### config.mk
export PLATFORM = sky130hd
export DESIGN_NAME = mult_div_seq_flat
export DESIGN_NICKNAME = d
export VERILOG_FILES = /design/src/rtl/mult_div_pkg.sv /design/src/rtl/mult_div_seq_if.sv /design/src/rtl/md_sign_fix.sv /design/src/rtl/mult_div_seq.sv /design/src/flat_wrapper.sv
export SDC_FILE = /design/constraint.sdc
export NUM_CORES = 1
export LEC_CHECK = 0
export CORE_UTILIZATION = 45
export DETAILED_ROUTE_END_ITERATION = 16
export PLACE_DENSITY = 0.67
export SYNTH_ARGS = -nofsm -noshare
export SYNTH_HDL_FRONTEND = slang
export SYNTH_HIERARCHICAL = 1
export SYNTH_SLANG_ARGS = --single-unit
### constraint.sdc
create_clock -name clk -period 3.3 [get_ports clk]
set_clock_uncertainty 0.15 [all_clocks]
set_input_delay 0.66 -clock clk [delete_from_list [all_inputs] [get_ports clk]]
set_output_delay 0.66 -clock clk [all_outputs]
set_load 0.02 [all_outputs]
### src/rtl/mult_div_pkg.sv
// Shared definitions for the sequential signed multiply/divide unit.
// Contents: FSM state encoding and operation select encoding.
package mult_div_pkg;

  typedef enum logic [1:0] {
    IDLE = 2'd0,
    CALC = 2'd1,
    FIX  = 2'd2,
    DONE = 2'd3
  } state_t;

  localparam logic OP_MUL = 1'b0;
  localparam logic OP_DIV = 1'b1;

endpackage

### src/rtl/mult_div_seq_if.sv
// Request/response bundle for mult_div_seq.
// master: drives start/op_div/a/b, observes busy/done/div_zero/hi/lo.
// slave : the arithmetic unit side.
interface mult_div_seq_if #(
  parameter int unsigned WIDTH = 32
);
  logic             start;
  logic             op_div;
  logic [WIDTH-1:0] a;
  logic [WIDTH-1:0] b;
  logic             busy;
  logic             done;
  logic             div_zero;
  logic [WIDTH-1:0] hi;
  logic [WIDTH-1:0] lo;

  modport master (
    output start, op_div, a, b,
    input  busy, done, div_zero, hi, lo
  );

  modport slave (
    input  start, op_div, a, b,
    output busy, done, div_zero, hi, lo
  );
endinterface

### src/rtl/md_sign_fix.sv
// Combinational sign helpers for mult_div_seq.
// op_a/op_b       : signed operands -> magnitudes and sign bits (operand load)
// fix_*/raw_hi/lo : unsigned iteration result -> signed result (FIX stage)
module md_sign_fix #(
  parameter int unsigned WIDTH = 32
) (
  input  logic [WIDTH-1:0] op_a,
  input  logic [WIDTH-1:0] op_b,
  output logic [WIDTH-1:0] abs_a_c,
  output logic [WIDTH-1:0] abs_b_c,
  output logic             sign_a_c,
  output logic             sign_b_c,
  input  logic             fix_div,
  input  logic             fix_neg_hi,
  input  logic             fix_neg_lo,
  input  logic [WIDTH-1:0] raw_hi,
  input  logic [WIDTH-1:0] raw_lo,
  output logic [WIDTH-1:0] res_hi_c,
  output logic [WIDTH-1:0] res_lo_c
);
  localparam int unsigned PW = 2 * WIDTH;

  logic [PW-1:0] prod;
  logic [PW-1:0] prod_neg;

  // Magnitudes; the most-negative value maps onto itself, which is the
  // correct unsigned magnitude 2^(WIDTH-1).
  always_comb begin
    sign_a_c = op_a[WIDTH-1];
    sign_b_c = op_b[WIDTH-1];
    abs_a_c  = sign_a_c ? (~op_a + WIDTH'(1)) : op_a;
    abs_b_c  = sign_b_c ? (~op_b + WIDTH'(1)) : op_b;
  end

  // Product negates as one double-width value; quotient/remainder separately.
  always_comb begin
    prod     = {raw_hi, raw_lo};
    prod_neg = ~prod + PW'(1);
    res_hi_c = raw_hi;
    res_lo_c = raw_lo;
    if (!fix_div) begin
      if (fix_neg_lo) {res_hi_c, res_lo_c} = prod_neg;
    end else begin
      if (fix_neg_lo) res_lo_c = ~raw_lo + WIDTH'(1);
      if (fix_neg_hi) res_hi_c = ~raw_hi + WIDTH'(1);
    end
  end
endmodule

### src/rtl/mult_div_seq.sv
// Sequential signed multiplier / divider, one bit per cycle.
// clk, reset (async active-low); bus: mult_div_seq_if slave
//   start/op_div/a/b in; busy/done/div_zero/hi/lo registered out.
module mult_div_seq
  import mult_div_pkg::*;
#(
  parameter int unsigned WIDTH = 32,
  parameter int unsigned CNT_W = $clog2(WIDTH + 1)
) (
  input  logic           clk,
  input  logic           reset,
  mult_div_seq_if.slave  bus
);
  state_t           state_q, state_d;
  logic [CNT_W-1:0] cnt_q;
  logic [WIDTH-1:0] acc_hi_q, acc_lo_q, opd_q;
  logic             op_q, neg_hi_q, neg_lo_q;
  logic             busy_q, done_q, dz_q;
  logic [WIDTH-1:0] hi_q, lo_q;
  logic             busy_d, done_d, dz_d;

  logic [WIDTH-1:0] abs_a, abs_b, res_hi, res_lo;
  logic             sign_a, sign_b;

  md_sign_fix #(.WIDTH(WIDTH)) u_sign_fix (
    .op_a       (bus.a),
    .op_b       (bus.b),
    .abs_a_c    (abs_a),
    .abs_b_c    (abs_b),
    .sign_a_c   (sign_a),
    .sign_b_c   (sign_b),
    .fix_div    (op_q),
    .fix_neg_hi (neg_hi_q),
    .fix_neg_lo (neg_lo_q),
    .raw_hi     (acc_hi_q),
    .raw_lo     (acc_lo_q),
    .res_hi_c   (res_hi),
    .res_lo_c   (res_lo)
  );

  // One iteration step: multiply keeps {acc_hi,acc_lo} as the shifting
  // partial product; divide keeps remainder in acc_hi, quotient in acc_lo.
  logic [WIDTH:0]   mul_sum, div_sh;
  logic [WIDTH-1:0] mul_hi_n, mul_lo_n, div_hi_n, div_lo_n, div_diff;
  logic             div_ok;

  always_comb begin
    mul_sum  = {1'b0, acc_hi_q} + (acc_lo_q[0] ? {1'b0, opd_q} : '0);
    mul_hi_n = mul_sum[WIDTH:1];
    mul_lo_n = {mul_sum[0], acc_lo_q[WIDTH-1:1]};
    div_sh   = {acc_hi_q, acc_lo_q[WIDTH-1]};
    div_ok   = (div_sh >= {1'b0, opd_q});
    // Remainder stays below the divisor, so the low WIDTH bits suffice.
    div_diff = div_sh[WIDTH-1:0] - opd_q;
    div_hi_n = div_ok ? div_diff : div_sh[WIDTH-1:0];
    div_lo_n = {acc_lo_q[WIDTH-2:0], div_ok};
  end

  // State register
  always_ff @(posedge clk or negedge reset) begin
    if (!reset) state_q <= IDLE;
    else        state_q <= state_d;
  end

  // Next-state logic
  always_comb begin
    state_d = state_q;
    case (state_q)
      IDLE: if (bus.start) begin
              if (bus.op_div == OP_DIV && bus.b == '0) state_d = DONE;
              else                                     state_d = CALC;
            end
      CALC: if (cnt_q == CNT_W'(1)) state_d = FIX;
      FIX:  state_d = DONE;
      DONE: state_d = IDLE;
    endcase
  end

  // Output decode; div_zero only on the IDLE->DONE shortcut.
  always_comb begin
    busy_d = (state_d != IDLE);
    done_d = (state_d == DONE);
    dz_d   = (state_q == IDLE) && (state_d == DONE);
  end

  always_ff @(posedge clk or negedge reset) begin
    if (!reset) begin
      busy_q <= 1'b0;
      done_q <= 1'b0;
      dz_q   <= 1'b0;
    end else begin
      busy_q <= busy_d;
      done_q <= done_d;
      dz_q   <= dz_d;
    end
  end

  // Operand load, iteration, and result write-back
  always_ff @(posedge clk or negedge reset) begin
    if (!reset) begin
      cnt_q    <= '0;
      acc_hi_q <= '0;
      acc_lo_q <= '0;
      opd_q    <= '0;
      op_q     <= OP_MUL;
      neg_hi_q <= 1'b0;
      neg_lo_q <= 1'b0;
      hi_q     <= '0;
      lo_q     <= '0;
    end else begin
      case (state_q)
        IDLE: if (state_d == CALC) begin
                cnt_q    <= CNT_W'(WIDTH);
                acc_hi_q <= '0;
                acc_lo_q <= bus.op_div ? abs_a : abs_b;
                opd_q    <= bus.op_div ? abs_b : abs_a;
                op_q     <= bus.op_div;
                neg_lo_q <= sign_a ^ sign_b;
                // Remainder follows the dividend; product uses one sign.
                neg_hi_q <= bus.op_div ? sign_a : (sign_a ^ sign_b);
              end
        CALC: begin
                cnt_q    <= cnt_q - CNT_W'(1);
                acc_hi_q <= op_q ? div_hi_n : mul_hi_n;
                acc_lo_q <= op_q ? div_lo_n : mul_lo_n;
              end
        FIX:  begin
                hi_q <= res_hi;
                lo_q <= res_lo;
              end
        DONE: ;
      endcase
    end
  end

  assign bus.busy     = busy_q;
  assign bus.done     = done_q;
  assign bus.div_zero = dz_q;
  assign bus.hi       = hi_q;
  assign bus.lo       = lo_q;
endmodule

### src/flat_wrapper.sv
// flat-port wrapper written by rule: the top's interface ports become plain ports
module mult_div_seq_flat import mult_div_pkg::*;
#(
  parameter int unsigned WIDTH = 32,
  parameter int unsigned CNT_W = $clog2(WIDTH + 1)
)
  (clk, reset, bus_start, bus_op_div, bus_a, bus_b, bus_busy, bus_done, bus_div_zero, bus_hi, bus_lo);
  mult_div_seq_if #(.WIDTH(WIDTH)) bus_i ();
  input  logic clk;
  input  logic reset;
  input wire logic [$bits(bus_i.start)-1:0] bus_start;
  input wire logic [$bits(bus_i.op_div)-1:0] bus_op_div;
  input wire logic [$bits(bus_i.a)-1:0] bus_a;
  input wire logic [$bits(bus_i.b)-1:0] bus_b;
  output wire logic [$bits(bus_i.busy)-1:0] bus_busy;
  output wire logic [$bits(bus_i.done)-1:0] bus_done;
  output wire logic [$bits(bus_i.div_zero)-1:0] bus_div_zero;
  output wire logic [$bits(bus_i.hi)-1:0] bus_hi;
  output wire logic [$bits(bus_i.lo)-1:0] bus_lo;
  assign bus_i.start = bus_start;
  assign bus_i.op_div = bus_op_div;
  assign bus_i.a = bus_a;
  assign bus_i.b = bus_b;
  assign bus_busy = bus_i.busy;
  assign bus_done = bus_i.done;
  assign bus_div_zero = bus_i.div_zero;
  assign bus_hi = bus_i.hi;
  assign bus_lo = bus_i.lo;
  mult_div_seq #(.WIDTH(WIDTH), .CNT_W(CNT_W)) u_core (.clk(clk), .reset(reset), .bus(bus_i));
endmodule
==> reports/qor.csv, run 1 <==
metric,value,unit
largest net degree at the start of global routing,67,
GRT Total Usage,30.9,%
Final nets,2160,
Setup crit end kind,register,
Post-synth EDFFs,0,
worst-margin pin slew,1070,ps
final non-filler cell total,2475,
Unique masters post-synth,86,
Final Setup Violations,0,
reg2reg end,u_core/acc_hi_q[17]$_DFFE_PN0P_,
CTS H-Tree Depth,4,
post-DP HPWL,39900,um
clk root buf,clkbuf_16,
GPL Wtd Cong,0.991,
post-synthesis instance total,1686,
share of cells above drive strength 1,22.7,%
Placement Setup Slack,-645,ps
"Req. time, crit path",3480,ps
maximum vdd drop,0.525,mV
Crit path arrival time,3460,ps
Slew Limit Fails,0,
Clock Path Buffers,2,
asr flop ratio synth,100,%
"Clk pin slew, worst setup/hold paths",80,ps
worst path bufs/invs,2,
sw frac,47.9,%
Ports,135,
leading cell types by total area after synthesis,"dfrtp_1 (29%), mux2i_1 (8.1%), xnor2_1 (7.5%), ha_1 (5.9%), mux2_2 (4.9%)",
Yosys reg bits,174,
CTS Hold Bufs,0,
prevailing post-synth register cell,dfrtp_1,
synthesis-to-finish area growth,31.4,%
Core ar.,32500,um^2
DRC errors left,0,
Gate power share,70.9,%
CP max stage delay,430,ps
Die Area,33800,um^2
"Period Utilization, post-route",99.4,%
sequential cell area,4360,um^2
Port Buf Inserts,134,
first-pass GRT wire length,79700,um
CP Launch Type,register,
area of the multi-input gates,10300,um^2
worst setup margin,20.2,ps
Worst-Skew Late Latency,460,ps
antenna violations before repair,1,
CP Class,reg2reg,
CTS tree,done,
reg2reg start,u_core/opd_q[26]$_DFFE_PN0P_,
cell with the most instances after synthesis,nand2_1,
RSZ-0062 raised after global routing,true,
pwr/cell area,1110,nW/um^2
GRT overflow,0,
"Seq/Total Area, Yosys",29.3,%
cell taking the most area after synthesis,dfrtp_1,
post-synth top area share,29.3,%
First DRT Iteration DRCs,1185,
final hold violations,0,
reg2reg path depth,12,
reg2reg setup slack,20,ps
sequential share of power,19.2,%
top post-synthesis cells by count,"nand2_1 (176), dfrtp_1 (174), xnor2_1 (127)",
Clock Power Share,10.0,%
Initial Utilization,45.7,%
minimum clock period,3280,ps
Worst path slowest cell,dfrtp_1,
Cell Rows,66,
dpl cells,2434,
Power Internal,0.0113,W
Max Clock Freq,305,MHz
Pleak,8.70,nW
clk sinks,174,
Synth Cell Area,14900,um^2
vias in the first global route,14300,
Psw,0.0103,W
cts bufs inserted,17,
antenna-violating nets left,0,
critical path's top delay family,compound AO/OA/AOI/OAI gates,
Max Cap Viol,0,
Hold Crit Class,in2async,
Syn. warnings,6,
Post-Syn Area per Cell,8.82,um^2
syn_nets,1826,
fillcell total,2946,
ant diodes,0,
DRT Pass-1 Iters,7,
Crit Path Max Fanout,12,
worst path cell trace,inv_1 -> ha_2 -> a21oi_1 -> o21ai_1 -> a211oi_2 -> nor2_1 -> nor4_4 -> o311ai_4 -> buf_12 -> and2b_1 -> a222oi_1 -> nand2_1,
outcome,"complete, no violations",
fin util,60.1,%
routed via count,14600,
Die X-Extent,184,um
Max-Slew Margin vs Limit,28.6,%
Die H,184,um
vias per std cell,5.90,
Routed WL per cell,20.9,um
drt total wl,51800,um
## metrics by stage
step	cell area, um^2	power, W	hold WS [ps]	setup TNS, ps
after floorplan	14900	0.0132	214	0
after global placement	18500	0.0183	302	-10820
after detailed placement	18500	0.0186	310	-13040
after CTS	19200	0.0209	61.3	0
after global routing	19500	0.0231	71.9	-390
final	19500	0.0216	29.3	0
## worst reg2reg max path: stages, from the launching register on
cell	delay, ps
dfrtp_1	430
inv_1	100
ha_2	310
a21oi_1	200
o21ai_1	180
a211oi_2	240
nor2_1	100
nor4_4	410
o311ai_4	230
buf_12	200
and2b_1	230
a222oi_1	310
nand2_1	80
## layout make-up
type | instances | share of cell area (%)
repair buffers | 402 | 17.9
inverters | 64 | 1.23
multi-input cells | 1361 | 52.6
well taps | 442 | 2.83
flip-flops and latches | 174 | 22.3
clock buffers | 17 | 2.18
clock inverters | 15 | 1.01
## layout by cell type, fill, tap and decap left out, types with 15 or more instances in the layout
master           synthesis  layout
buf_4                    5     257
nand2_1                176     175
dfrtp_1                174     173
clkdlybuf4s50_1          0     128
xnor2_1                127     126
mux2i_1                121     121
o21ai_0                123     114
mux2_2                  65      65
inv_1                   63      62
ha_1                    70      61
a21oi_1                 63      57
nor2_1                  58      55
xor2_1                  49      49
nor3_1                  39      37
o221ai_1                37      37
and2_1                  37      34
o31ai_1                 36      33
a21o_1                  29      29
nand3_1                 28      28
nor4_1                  28      24
clkbuf_16                0      18
nand4_1                 18      18
or3_1                   21      17
a31oi_1                 17      16
or4_1                   16      15
## worst max-delay path by stage
stage,from,endpoint,slack (ps),cells past startpoint
finish,u_core/opd_q[26]$_DFFE_PN0P_,u_core/acc_hi_q[17]$_DFFE_PN0P_,20,12
floorplan,bus_a[10],u_core/acc_lo_q[30]$_DFFE_PN0P_,20,8
CTS,u_core/acc_lo_q[0]$_DFFE_PN0P_,u_core/acc_hi_q[27]$_DFFE_PN0P_,5,13
detailed placement,bus_a[10],u_core/acc_lo_q[29]$_DFFE_PN0P_,-640,9
global route,u_core/opd_q[26]$_DFFE_PN0P_,u_core/acc_hi_q[17]$_DFFE_PN0P_,-110,12
global placement,bus_a[10],u_core/acc_lo_q[30]$_DFFE_PN0P_,-550,9
## logic make-up (layout without fill, tap and decap cells)
kind of cell             after synthesis  after routing  synth area share (%)
flip-flops                           174            174                  29.3
multiplexers                         187            187                  13.1
buffers and inverters                151            498                  4.27
AO/OA/AOI/OAI                        429            429                  19.4
AND/OR/NAND/NOR                      497            497                  17.4
adder cells (fa/ha/maj)               72             72                  6.16
XOR/XNOR                             176            176                  10.4
## registers in the layout (all words and copies together), names as in the netlist
signal / count
u_core/opd_q: 32
u_core/acc_hi_q: 32
u_core/bus.div_zero: 1
u_core/bus.busy: 1
u_core/neg_lo_q: 1
u_core/op_q: 1
u_core/bus.lo: 32
u_core/cnt_q: 6
u_core/bus.done: 1
u_core/neg_hi_q: 1
u_core/acc_lo_q: 32
u_core/state_q: 2
u_core/bus.hi: 32
## metal layers
| metal | GRT usage, % | part of all wire [%] | up-vias |
|---|---|---|---|
| met2 | 48.3 | 45 | 544 |
| met4 | 15.7 | 4.9 | 0 |
| met5 | 0 | 0 | - |
| met1 | 40.6 | 43 | 7095 |
| met3 | 5.73 | 6.7 | 102 |
| li1 | - | - | 6866 |
## power groups by stage
stage | logic [W] | clock network (W) | registers (W)
6_report | 0.0153 | 0.00215 | 0.00414
5_1_grt | 0.0165 | 0.00227 | 0.00424
2_1_floorplan | 0.00879 | 0 | 0.00438
4_1_cts | 0.0147 | 0.00218 | 0.00409
3_3_place_gp | 0.0142 | 0 | 0.00409
3_5_place_dp | 0.0144 | 0 | 0.00411
## repair_timing
action                                  CTS  global route
buffers inserted                          2             6
gates resized for setup                  31            55
gates cloned                              0             1
endpoints found under the setup margin   23            40
pin swaps                                14            15
(Power assumes the default switching activity.)
==> run 2, diff against run 1 <==
--- a/config.mk
+++ b/config.mk
@@ -5,6 +5,7 @@
 export SDC_FILE = /design/constraint.sdc
 export NUM_CORES = 1
 export LEC_CHECK = 0
+export CORE_MARGIN = 2
 export CORE_UTILIZATION = 45
 export DETAILED_ROUTE_END_ITERATION = 16
 export PLACE_DENSITY = 0.67
==> run 2 against run 1 <==
Compared with the run above: the flow now finishes with violations (negative setup slack); critical endpoint is now u_core/acc_hi_q[29]$_DFFE_PN0P_; via count is 0.56% higher; sequential share of layout area is 0.14 points lower; die area is 2.2% higher; final area is 0.68% higher; critical path depth is 1 higher; register-to-register slack worse by 30 ps; critical path type unchanged.
==> reports/qor.csv, run 2 (same netlist as run 1, synthesis figures left out) <==
metric,value,unit,change
outcome,finished with violations,,"was complete, no violations"
failing checks,negative setup slack,,
final hold violations,0,,unchanged
Port Buf Inserts,134,,unchanged
clk sinks,174,,unchanged
DRC errors left,0,,unchanged
routed via count,14700,,was 14.6k
clk root buf,clkbuf_16,,unchanged
Routed WL per cell,20.9,um,about the same
"leading cell types in the layout, fill and taps excluded","buf_4 (280), nand2_1 (175), dfrtp_1 (171)",,"was buf_4 (257), nand2_1 (175), dfrtp_1 (173)"
"Req. time, crit path",3510,ps,was 3480 ps
Pleak,8.80,nW,was 8.70 nW
antenna-violating nets left,0,,unchanged
"Clk pin slew, worst setup/hold paths",80,ps,about the same
minimum clock period,3310,ps,was 3280 ps
maximum vdd drop,0.562,mV,was 0.525 mV
hold path depth,1,,
worst setup margin,-12.9,ps,was 20.2 ps
Max Clock Freq,302,MHz,was 305 MHz
CTS tree,done,,unchanged
Final Setup Violations,2,,was 0
GRT Total Usage,30.4,%,was 30.9%
share of cells above drive strength 1,23.2,%,was 22.7%
ant diodes,0,,unchanged
"most common cell after layout, fill and taps aside",buf_4,,unchanged
Crit Path Max Fanout,17,,was 12
Clock Path Buffers,2,,unchanged
vias in the first global route,14200,,was 14.3k
Cell Rows,66,,unchanged
antenna violations before repair,1,,unchanged
RSZ-0062 raised after global routing,true,,unchanged
cts bufs inserted,17,,unchanged
First DRT Iteration DRCs,1200,,was 1185
Max-Slew Margin vs Limit,28.8,%,was 28.6%
Core ar.,32500,um^2,unchanged
CTS H-Tree Depth,4,,unchanged
GRT overflow,0,,unchanged
reg2reg path depth,13,,was 12
Initial Utilization,45.7,%,unchanged
fin util,60.5,%,was 60.1%
worst-margin pin slew,1070,ps,about the same
GPL Wtd Cong,0.966,,was 0.991
largest net degree at the start of global routing,67,,unchanged
pwr/cell area,1120,nW/um^2,was 1110 nW/um^2
Hold Crit Class,reg2reg,,was in2async
Worst-Skew Late Latency,450,ps,was 460 ps
CP Class,reg2reg,,unchanged
"Period Utilization, post-route",100,%,was 99.4%
Slew Limit Fails,0,,unchanged
Final nets,2186,,was 2160
Crit path arrival time,3520,ps,was 3460 ps
synthesis-to-finish area growth,32.3,%,was 31.4%
CP Launch Type,register,,unchanged
Die H,186,um,was 184 um
DRT Pass-1 Iters,5,,was 7
vias per std cell,5.87,,was 5.90
Die Area,34500,um^2,was 33800 um^2
Setup crit end kind,register,,unchanged
Die X-Extent,186,um,was 184 um
post-route setup TNS,-14.9,ps,was 0 ps
Max Cap Viol,0,,unchanged
Ports,135,,unchanged
post-DP HPWL,41200,um,was 39900 um
first-pass GRT wire length,80200,um,was 79700 um
drt total wl,52300,um,was 51800 um
-- run 2: cell types whose count changed in the layout (fill, tap and decap cells not counted), moves of 3 or more --
cell	before	now
a21oi_1	57	60
a21oi_2	7	4
and2_1	34	37
and2_4	3	0
buf_4	257	280
clkinv_8	6	1
dlygate4sd2_1	4	1
dlymetal6s2s_1	0	3
-- run 2: area by class of cell --
type                       instances  area, um^2
clock buffer                      19         433
clock inverter                    13         148
fill                            2907       12900
inverter                          64         240
multi-input combinational       1361       10200
sequential                       174        4360
tap                              442         553
timing repair buffer             428        3700
-- run 2: where the power goes --
group          total (W)  internal [W]  switching, W  leakage, nW
clock network    0.00208       0.00108       0.00101        0.278
logic             0.0158       0.00737       0.00839         6.31
registers        0.00415       0.00310       0.00104         2.21
-- run 2: worst paths after layout --
path	from	to	slack [ps]
max reg2reg	u_core/acc_lo_q[0]$_DFFE_PN0P_	u_core/acc_hi_q[29]$_DFFE_PN0P_	-10
min	u_core/cnt_q[5]$_DFFE_PN0P_	u_core/cnt_q[5]$_DFFE_PN0P_	330
max	u_core/acc_lo_q[0]$_DFFE_PN0P_	u_core/acc_hi_q[29]$_DFFE_PN0P_	-10
min in group asynchronous	reset	u_core/bus.div_zero$_DFF_PN0_	520
max in group asynchronous	reset	u_core/bus.hi[15]$_DFFE_PN0N_	1730
min reg2reg	u_core/cnt_q[5]$_DFFE_PN0P_	u_core/cnt_q[5]$_DFFE_PN0P_	330
-- run 2: layer usage --
metal	global-route usage [%]	part of all wire, %	up-vias
li1	-	-	6934
met1	39.8	43	7138
met2	49.8	46	508
met3	5.58	6.4	107
met4	12.0	4.1	2
met5	0	0.025	-
-- run 2: worst max-delay path, cell delays in order, from the launching register on --
cell and delay (ps):
dfrtp_1 410, buf_6 170, and2_1 140, ha_1 280, a21o_1 190, a21oi_1 260, and4_4 310, buf_4 120
nor2_1 50, a22o_1 300, o31a_1 320, a21o_1 200, xnor2_1 120, o211ai_1 200
-- run 2: metrics by stage --
stage	total power, W	std cells	area [um^2]	hold WS [ps]	worst slack (ps)
finish	0.0220	2501	19700	326	-12.9
global route	0.0235	2501	19700	342	-109
CTS	0.0213	2495	19300	326	4.39
detailed placement	0.0191	2462	18700	320	-631
global placement	0.0188	2462	18700	303	-572
floorplan	0.0132	1686	14900	214	18.6
-- run 2: timing repair --
action,in CTS,in global routing
hold endpoints to repair,13,0
setup buffers,0,6
gates resized for setup,18,61
setup endpoints to repair,22,36
pin swaps,7,30
hold buffers,1,0
==> run 3, diff against run 2 <==
--- a/config.mk
+++ b/config.mk
@@ -5,10 +5,10 @@
 export SDC_FILE = /design/constraint.sdc
 export NUM_CORES = 1
 export LEC_CHECK = 0
-export CORE_MARGIN = 2
-export CORE_UTILIZATION = 45
+export CORE_MARGIN = 5
+export CORE_UTILIZATION = 50
 export DETAILED_ROUTE_END_ITERATION = 16
-export PLACE_DENSITY = 0.67
+export PLACE_DENSITY = 0.74
 export SYNTH_ARGS = -nofsm -noshare
 export SYNTH_HDL_FRONTEND = slang
 export SYNTH_HIERARCHICAL = 1
==> run 3 against run 2 <==
Compared with the run above: the flow now finishes without violations; non-clock buffer count shrank 45; worst hold slack got worse by 300 ps; wire length shrank 2.4%; critical path type unchanged.
==> reports/qor.csv, run 3 (same netlist as run 1, synthesis figures left out) <==
metric,value,unit,change
routed via count,14900,,was 14.7k
Max Clock Freq,305,MHz,was 302 MHz
reg2reg path depth,8,,was 13
vias in the first global route,14600,,was 14.2k
Max Cap Viol,0,,unchanged
Die Area,33300,um^2,was 34500 um^2
Final Setup Violations,0,,was 2
reg2reg start,u_core/acc_lo_q[16]$_DFFE_PN0P_,,was u_core/acc_lo_q[0]$_DFFE_PN0P_
Hold Crit Class,in2async,,was reg2reg
"Clk pin slew, worst setup/hold paths",70,ps,was 80 ps
Crit Path Max Fanout,4,,was 17
clk sinks,174,,unchanged
Die H,182,um,was 186 um
GPL Wtd Cong,0.966,,about the same
Crit path arrival time,3450,ps,was 3520 ps
Worst path slowest cell,or4_1,,was dfrtp_1
ant diodes,0,,unchanged
first-pass GRT wire length,78900,um,was 80200 um
Routed WL per cell,21.3,um,was 20.9 um
Pleak,8.56,nW,was 8.80 nW
Placement Setup Slack,-564,ps,was -631 ps
Max-Slew Margin vs Limit,28.4,%,was 28.8%
synthesis-to-finish area growth,29.5,%,was 32.3%
final hold violations,0,,unchanged
worst-margin pin slew,1070,ps,about the same
fillcell total,2412,,was 2907
sequential cell area,4360,um^2,about the same
"most common cell after layout, fill and taps aside",buf_4,,unchanged
"Period Utilization, post-route",99.3,%,was 100%
reg2reg end,u_core/bus.hi[25]$_DFFE_PN0N_,,was u_core/acc_hi_q[29]$_DFFE_PN0P_
antenna-violating nets left,0,,unchanged
antenna violations before repair,0,,was 1
"Req. time, crit path",3480,ps,was 3510 ps
outcome,"complete, no violations",,was finished with violations
Core ar.,29500,um^2,was 32500 um^2
final hold slack,29.0,ps,was 326 ps
minimum clock period,3280,ps,was 3310 ps
largest net degree at the start of global routing,67,,unchanged
Worst-Skew Late Latency,450,ps,about the same
reg2reg setup slack,20,ps,was -10 ps
Die X-Extent,182,um,was 186 um
CTS tree,done,,unchanged
CP Class,reg2reg,,unchanged
share of cells above drive strength 1,21.8,%,was 23.2%
Tot Pwr,0.0216,W,was 0.0220 W
worst path cell trace,nor4_2 -> nand4_1 -> or4_1 -> buf_4 -> o31a_1 -> o21ai_0 -> xnor2_1 -> mux2_2,,was buf_6 -> and2_1 -> ha_1 -> a21o_1 -> a21oi_1 -> and4_4 -> buf_4 -> nor2_1 -> a22o_1 -> o31a_1 -> a21o_1 -> xnor2_1 -> o211ai_1
DRC errors left,0,,unchanged
Final nets,2141,,was 2186
CP Launch Type,register,,unchanged
RSZ-0062 raised after global routing,true,,unchanged
First DRT Iteration DRCs,1584,,was 1200
Setup crit end kind,register,,unchanged
"leading cell types in the layout, fill and taps excluded","buf_4 (240), nand2_1 (175), dfrtp_1 (173)",,"was buf_4 (280), nand2_1 (175), dfrtp_1 (171)"
maximum vdd drop,0.570,mV,was 0.562 mV
Cell Rows,63,,was 66
cts bufs inserted,17,,unchanged
vias per std cell,6.20,,was 5.87
drt total wl,51100,um,was 52300 um
DRT Pass-1 Iters,6,,was 5
pwr/cell area,1120,nW/um^2,about the same
CP max stage delay,630,ps,was 410 ps
Clock Path Buffers,2,,unchanged
Slew Limit Fails,0,,unchanged
Initial Utilization,50.4,%,was 45.7%
GRT Total Usage,29.7,%,was 30.4%
GRT overflow,0,,unchanged
clk root buf,clkbuf_16,,unchanged
Ports,135,,unchanged
area of the multi-input gates,10200,um^2,about the same
worst setup margin,24.4,ps,was -12.9 ps
post-DP HPWL,39600,um,was 41200 um
Port Buf Inserts,134,,unchanged
CTS H-Tree Depth,4,,unchanged
run 3: cell type report:
cell class              count  share of cell area [%]
clock inverters            14                   0.877
flip-flops and latches    174                    22.6
repair buffers            383                    17.3
clock buffers              18                    2.23
multi-input cells        1361                    53.2
inverters                  64                    1.25
well taps                 390                    2.53
run 3: per-layer routing:
layer  share of wire, %  vias up  global-route usage (%)
li1                   -     6844                       -
met1                 42     7192                    40.1
met2                 46      744                    47.6
met3                7.7      128                    3.83
met4                4.8        0                    13.5
met5                  0        -                       0
run 3: stage by stage:
stage	setup TNS [ps]	utilization [%]	area, um^2	cells
after CTS	0	64.3	19000	2400
after detailed placement	-9920	62.0	18300	2368
after global placement	-7970	62.0	18300	2368
final	0	65.3	19200	2404
after floorplan	0	-	14900	1686
after global routing	-301	65.3	19200	2404
run 3: worst max path at each step:
stage	start	to
after detailed placement	bus_a[10]	u_core/acc_lo_q[30]$_DFFE_PN0P_
after global routing	u_core/acc_lo_q[0]$_DFFE_PN0P_	u_core/acc_hi_q[28]$_DFFE_PN0P_
after CTS	bus_a[10]	u_core/acc_lo_q[29]$_DFFE_PN0P_
after floorplan	bus_a[10]	u_core/acc_lo_q[30]$_DFFE_PN0P_
after global placement	bus_a[10]	u_core/acc_lo_q[30]$_DFFE_PN0P_
final	u_core/acc_lo_q[16]$_DFFE_PN0P_	u_core/bus.hi[25]$_DFFE_PN0N_
run 3: worst max-delay path, delay by kind of cell (launching register included):
kind,cells,cell delay [ps]
xor gates and xnor gates,1,120
and+or+nand+nor,3,1460
buffers and inverters,1,200
DFF,1,400
AOI/OAI and AO/OA,2,550
muxes,1,280
run 3: where the power goes:
part / internal [W] / total, W / switching (W)
registers: 0.00310 / 0.00413 / 0.00102
logic: 0.00700 / 0.0153 / 0.00835
clock network: 0.00109 / 0.00209 / 0.00101
total: 0.0112 / 0.0216 / 0.0104
run 3: repair_timing:
item | 4_1_cts | 5_1_grt
gates resized for setup | 24 | 56
endpoints found under the setup margin | 22 | 32
setup buffers | 0 | 4
hold buffers | 0 | 0
cloned | 0 | 0
pin swaps | 9 | 22
==> patch 1, RTL diff (flow settings as in run 1) <==
Re-encode `state_t` (4 states) as one-hot, 4 bits wide.
--- a/src/rtl/mult_div_pkg.sv
+++ b/src/rtl/mult_div_pkg.sv
@@ -2,11 +2,11 @@
 // Contents: FSM state encoding and operation select encoding.
 package mult_div_pkg;
 
-  typedef enum logic [1:0] {
-    IDLE = 2'd0,
-    CALC = 2'd1,
-    FIX  = 2'd2,
-    DONE = 2'd3
+  typedef enum logic [3:0] {
+    IDLE = 4'b0001,
+    CALC = 4'b0010,
+    FIX  = 4'b0100,
+    DONE = 4'b1000
   } state_t;
 
   localparam logic OP_MUL = 1'b0;
Check against the original RTL: same outputs for any inputs over 10 cycles, from zero or initial values and one cycle with reset low; not proved beyond that.
==> patch 1 against run 1 <==
The run now ends with setup timing left; design area up 3.2%; sequential share of layout area down 0.40 points; total power down 0.95%; setup slack worse by 47 ps; utilization up 1.7 points; global-route usage up 0.89 points; first-iteration DRC count up 18%; synthesized area up 0.69%; sequential cell count up 2; synthesized cell count up 2.5%; routed wire length up 4.4%; maximum frequency down 1.4%; highest routed layer unchanged.
==> patch 1: results (changes against run 1) <==
| Metric | Value |
|---|---|
| Combinational power share | 71.6% (+0.7 points) |
| P_leak | 8.554 nW (-1.6%) |
| First-pass GRT wire length | 83010 µm (+4.2%) |
| Synth top area share | 29.25% (-0.034 points) |
| Max Fanout on Critical Path | 4 (-8) |
| Sw Ratio | 47.34% (-0.55 points) |
| Area of placed instances | 18940 µm² (+2.6%) |
| Number of antenna violations at the first check in global routing | 0 (-1) |
| Total iterations of the first detailed-routing run | 6 (-1) |
| Final WS setup | -27.09 ps (-47.33 ps) |
| Share of layout cells above drive strength 1 | 24.48% (+1.8 points) |
| Largest cells by area after synthesis | dfrtp_1 (29%), mux2i_1 (7.6%), xnor2_1 (7.5%) |
| Vias | 15305 (+4.8%) |
| Post-DR wirelength/cell | 21.07 µm (+0.73%) |
| Setup TNS | -32.53 ps (-32.53 ps) |
| Largest net degree at the start of global routing | 68 (+1.5%) |
| Worst rel slew slack | 30.76% (+2.2 points) |
| Status | finished, violations left |
| Post_cts resized | 24 (-23%) |
| Unique masters post-synth | 83 (-3.5%) |
| Final setup viols | 2 (+2) |
| Number of nets in the layout | 2253 (+4.3%) |
| Worst Path Arrival | 3510 ps (+50 ps) |
| Failing checks | setup timing |
| Sequential area share after synthesis | 29.43% (+0.14 points) |
| Final non-filler cell area | 20160 µm² (+3.2%) |
| Placed Cells | 2522 (+3.6%) |
| Place WS | -687.6 ps (-42.95 ps) |
-- patch 1: worst paths after layout --
check / from / slack [ps] / cells after the start / end
min: reset / 70 / 1 / u_core/bus.lo[8]
max in group asynchronous: reset / 2050 / 2 / u_core/bus.hi[23]
max reg2reg: u_core/acc_lo_q[0] / -30 / 12 / u_core/acc_hi_q[30]
max: u_core/acc_lo_q[0] / -30 / 12 / u_core/acc_hi_q[30]
min in group clk: u_core/cnt_q[5] / 330 / 1 / u_core/cnt_q[5]
min reg2reg: u_core/cnt_q[5] / 330 / 1 / u_core/cnt_q[5]
-- patch 1: cell families after synthesis --
group,count (synthesis),share of synthesized area [%]
compound gates,463,20.12
xor+xnor,176,10.30
fa+ha+maj,72,6.117
buf+inv,145,4.229
flops,176,29.43
mux,178,12.44
simple gates,518,17.37
-- patch 1: final cells by class --
cell class / instances / area (µm²)
Clock inverter: 10 / 126.4
Multi-Input combinational cell: 1408 / 10430
Inverter: 62 / 232.7
Clock buffer: 20 / 456.7
Timing Repair Buffer: 448 / 3949
Fill cell: 2776 / 12460
Tap cell: 442 / 553.0
Sequential cell: 176 / 4413
-- patch 1: per-layer routing --
layer / part of all wire (%) / global-route usage, % / vias to the layer above
met4: 4.4 / 12.93 / 0
met5: 0 / 0 / -
met2: 46 / 51.35 / 667
met1: 43 / 42.40 / 7368
met3: 6.8 / 4.584 / 145
li1: - / - / 7125
-- patch 1: critical path: stages (launching register included) --
cell       delay (ps)
dfrtp_2           460
buf_6             150
and2_1            160
ha_4              300
o211ai_4           80
o211ai_2          200
nand4_1           170
or4_4             450
nand4_1           140
a31oi_2           120
o41ai_2           360
xnor2_1           120
a2111oi_2         360
==> patch 2, RTL diff (flow settings as in run 1) <==
Made on the original files. `WIDTH` is set to 32 in 4 places; all go to 64.
--- a/src/rtl/mult_div_seq_if.sv
+++ b/src/rtl/mult_div_seq_if.sv
@@ -2,7 +2,7 @@
 // master: drives start/op_div/a/b, observes busy/done/div_zero/hi/lo.
 // slave : the arithmetic unit side.
 interface mult_div_seq_if #(
-  parameter int unsigned WIDTH = 32
+  parameter int unsigned WIDTH = 64
 );
   logic             start;
   logic             op_div;
--- a/src/rtl/md_sign_fix.sv
+++ b/src/rtl/md_sign_fix.sv
@@ -2,7 +2,7 @@
 // op_a/op_b       : signed operands -> magnitudes and sign bits (operand load)
 // fix_*/raw_hi/lo : unsigned iteration result -> signed result (FIX stage)
 module md_sign_fix #(
-  parameter int unsigned WIDTH = 32
+  parameter int unsigned WIDTH = 64
 ) (
   input  logic [WIDTH-1:0] op_a,
   input  logic [WIDTH-1:0] op_b,
--- a/src/rtl/mult_div_seq.sv
+++ b/src/rtl/mult_div_seq.sv
@@ -4,7 +4,7 @@
 module mult_div_seq
   import mult_div_pkg::*;
 #(
-  parameter int unsigned WIDTH = 32,
+  parameter int unsigned WIDTH = 64,
   parameter int unsigned CNT_W = $clog2(WIDTH + 1)
 ) (
   input  logic           clk,
--- a/src/flat_wrapper.sv
+++ b/src/flat_wrapper.sv
@@ -1,7 +1,7 @@
 // flat-port wrapper written by rule: the top's interface ports become plain ports
 module mult_div_seq_flat import mult_div_pkg::*;
 #(
-  parameter int unsigned WIDTH = 32,
+  parameter int unsigned WIDTH = 64,
   parameter int unsigned CNT_W = $clog2(WIDTH + 1)
 )
   (clk, reset, bus_start, bus_op_div, bus_a, bus_b, bus_busy, bus_done, bus_div_zero, bus_hi, bus_lo);
Interface: changed (resized bus_a, bus_b, bus_hi and bus_lo); port bits go from 135 to 263. No check against the original RTL was run, so the function may have changed too.
==> patch 2 against run 1 <==
The run now ends with setup timing left; sequential cell count rose by 161; highest routed layer unchanged; utilization rose by 12 points; synthesized area rose by 110%; setup slack got worse by 650 ps; design area rose by 150%; hold slack improved by 310 ps; total power rose to 2.9 times the old value; critical path type unchanged; routed wire length rose to 2.9 times the old value.
==> patch 2: results (changes against run 1) <==
| Metric | Value |
|---|---|
| M1 WL | 60600 µm (+170%) |
| Worst rel slew slack | 33.23% (+4.6 points) |
| R2R cell count | 17 (+5) |
| Failing checks | setup timing |
| Peak supply drop | 0.0007764 V (+48%) |
| DRT Wirelength | 151100 µm (+190%) |
| Number of nets in the layout | 5236 (+140%) |
| Status | finished, violations left |
| HP Class | flop to flop |
| Largest cells by area after synthesis | dfrtp_1 (27%), xnor2_1 (7.9%), mux2i_1 (6.5%) |
| Placed Cells | 5645 (+130%) |
| Number of antenna violations at the first check in global routing | 5 (+4) |
| Sequential area share after synthesis | 27.33% (-2.0 points) |
| Number of fillers in the final layout | 5134 (+74%) |
| Max Fanout on Critical Path | 11 (-1) |
| Dpl hpwl | 114100 µm (+190%) |
| CTS Buf Count | 44 (+27) |
| Vias | 36205 (+150%) |
| Worst-path clk slew | 60 ps (-20 ps) |
| Met2 WL | 65300 µm (+180%) |
| Vias per cell | 6.159 (+4.4%) |
| Clock Tree Buf Depth | 3 (+1) |
| Final setup viols | 147 (+147) |
| Worst Path Arrival | 4310 ps (+850 ps) |
| Synth Flop Type | dfrtp_1 |
| R2r endpoint | u_core/acc_hi_q[59] |
| Pwr per Cell Area | 1276 nW/µm² (+15%) |
| GRT Resource Usage Total | 41.54% (+11 points) |
| Origin of the critical flop-to-flop path | u_core/acc_lo_q[0] |
| Warnings, synthesis | 6 (unchanged) |
| Unique masters post-synth | 97 (+13%) |
| Total iterations of the first detailed-routing run | 6 (-1) |
| H-tree levels | 2 (-2) |
| Setup TNS | -37170 ps (-37170 ps) |
| Area of placed instances | 41970 µm² (+130%) |
| Port Buffer Count | 262 (+96%) |
| Number of global-route vias before repair | 34970 (+140%) |
| Syn nets | 3976 (+120%) |
| Commonest cells post-synth | nand2_1 (376), dfrtp_1 (335), xnor2_1 (275) |
| Place WS | -812.6 ps (-167.9 ps) |
| First-pass GRT wire length | 218900 µm (+170%) |
| Worst-Skew Late Latency | 630 ps (+170 ps) |
| Share of layout cells above drive strength 1 | 39.22% (+17 points) |
| P_leak | 21.65 nW (+150%) |
| Initial DRC Count | 3914 (+230%) |
| Final WS setup | -631.9 ps (-652.1 ps) |
| GP Congestion | 1.047 (+5.6%) |
| Synth Instances | 3708 (+120%) |
| Largest net degree at the start of global routing | 138 (+110%) |
| Root buffer cell | clkbuf_16 |
| Met3 WL | 15630 µm (+350%) |
==> patch 2: through the flow <==
stage	hold WS, ps	utilization, %
finish	340.2	72.28
global route	355.7	72.27
CTS	339.5	69.46
detailed placement	331.4	62.38
global placement	312.7	62.38
floorplan	214.4	-
==> patch 2: repair_timing <==
action                                  in CTS  in global routing
gates cloned                                10                  0
resized for setup                          486                337
pin swaps                                  189                209
endpoints found under the hold margin       52                  0
endpoints found under the setup margin     195                203
buffers inserted                            98                 59
hold buffers                                 1                  0
==> patch 2: metal layers <==
metal | track usage, % | vias up
met4 | 21.99 | 0
met2 | 63.13 | 1938
li1 | - | 16250
met5 | 0 | -
met1 | 55.15 | 17633
met3 | 8.923 | 384
==> patch 2: power breakdown <==
part	internal, mW	switching, mW	total (mW)
sequential	5.95	1.89	7.85
clock	3.15	2.15	5.30
combinational	22.7	26.2	48.9
==> patch 2: critical path: stages, from the launching register on <==
cell and delay [ps]:
dfrtp_2 440, buf_12 150, buf_8 150, and2_4 150
ha_4 300, buf_4 140, nand2_1 60, o21a_1 210
o211ai_1 290, buf_4 200, o31ai_4 80, o21ai_2 240
a21oi_2 130, o311ai_4 380, a41oi_2 190, o21bai_1 210
xnor2_1 90, a311oi_1 250
==> patch 2: final cells by class <==
class                   instances  area [µm²]  share of cell area, %
inverters                     116       447.9                 0.9211
flip-flops and latches        335        8414                  17.30
well taps                     873        1092                  2.246
repair buffers               1426       12340                  25.38
multi-input cells            3045       24760                  50.91
clock buffers                  61        1255                  2.581
clock inverters                19       315.3                 0.6484
diodes                          3       7.507                0.01544
==> patch 2: cell families after synthesis <==
group	synth area share, %
AOI/OAI and AO/OA	21.68
xor gates and xnor gates	10.19
adders and majority gates	5.596
buffers and inverters	4.218
DFF	27.33
muxes	11.30
and+or+nand+nor	19.68
==> patch 2: how the worst max path moves through the flow <==
stage                         from                  end  slack [ps]  cells past startpoint
6_report        u_core/acc_lo_q[0]  u_core/acc_hi_q[59]        -630                     17
5_1_grt         u_core/acc_lo_q[0]  u_core/acc_hi_q[59]        -720                     17
4_1_cts        u_core/acc_lo_q[14]    u_core/bus.hi[15]        -560                      8
3_5_place_dp             bus_b[14]  u_core/acc_lo_q[54]        -810                     10
3_3_place_gp             bus_b[14]     u_core/opd_q[54]        -810                     10
2_1_floorplan  u_core/acc_lo_q[14]    u_core/bus.hi[15]        -350                      8
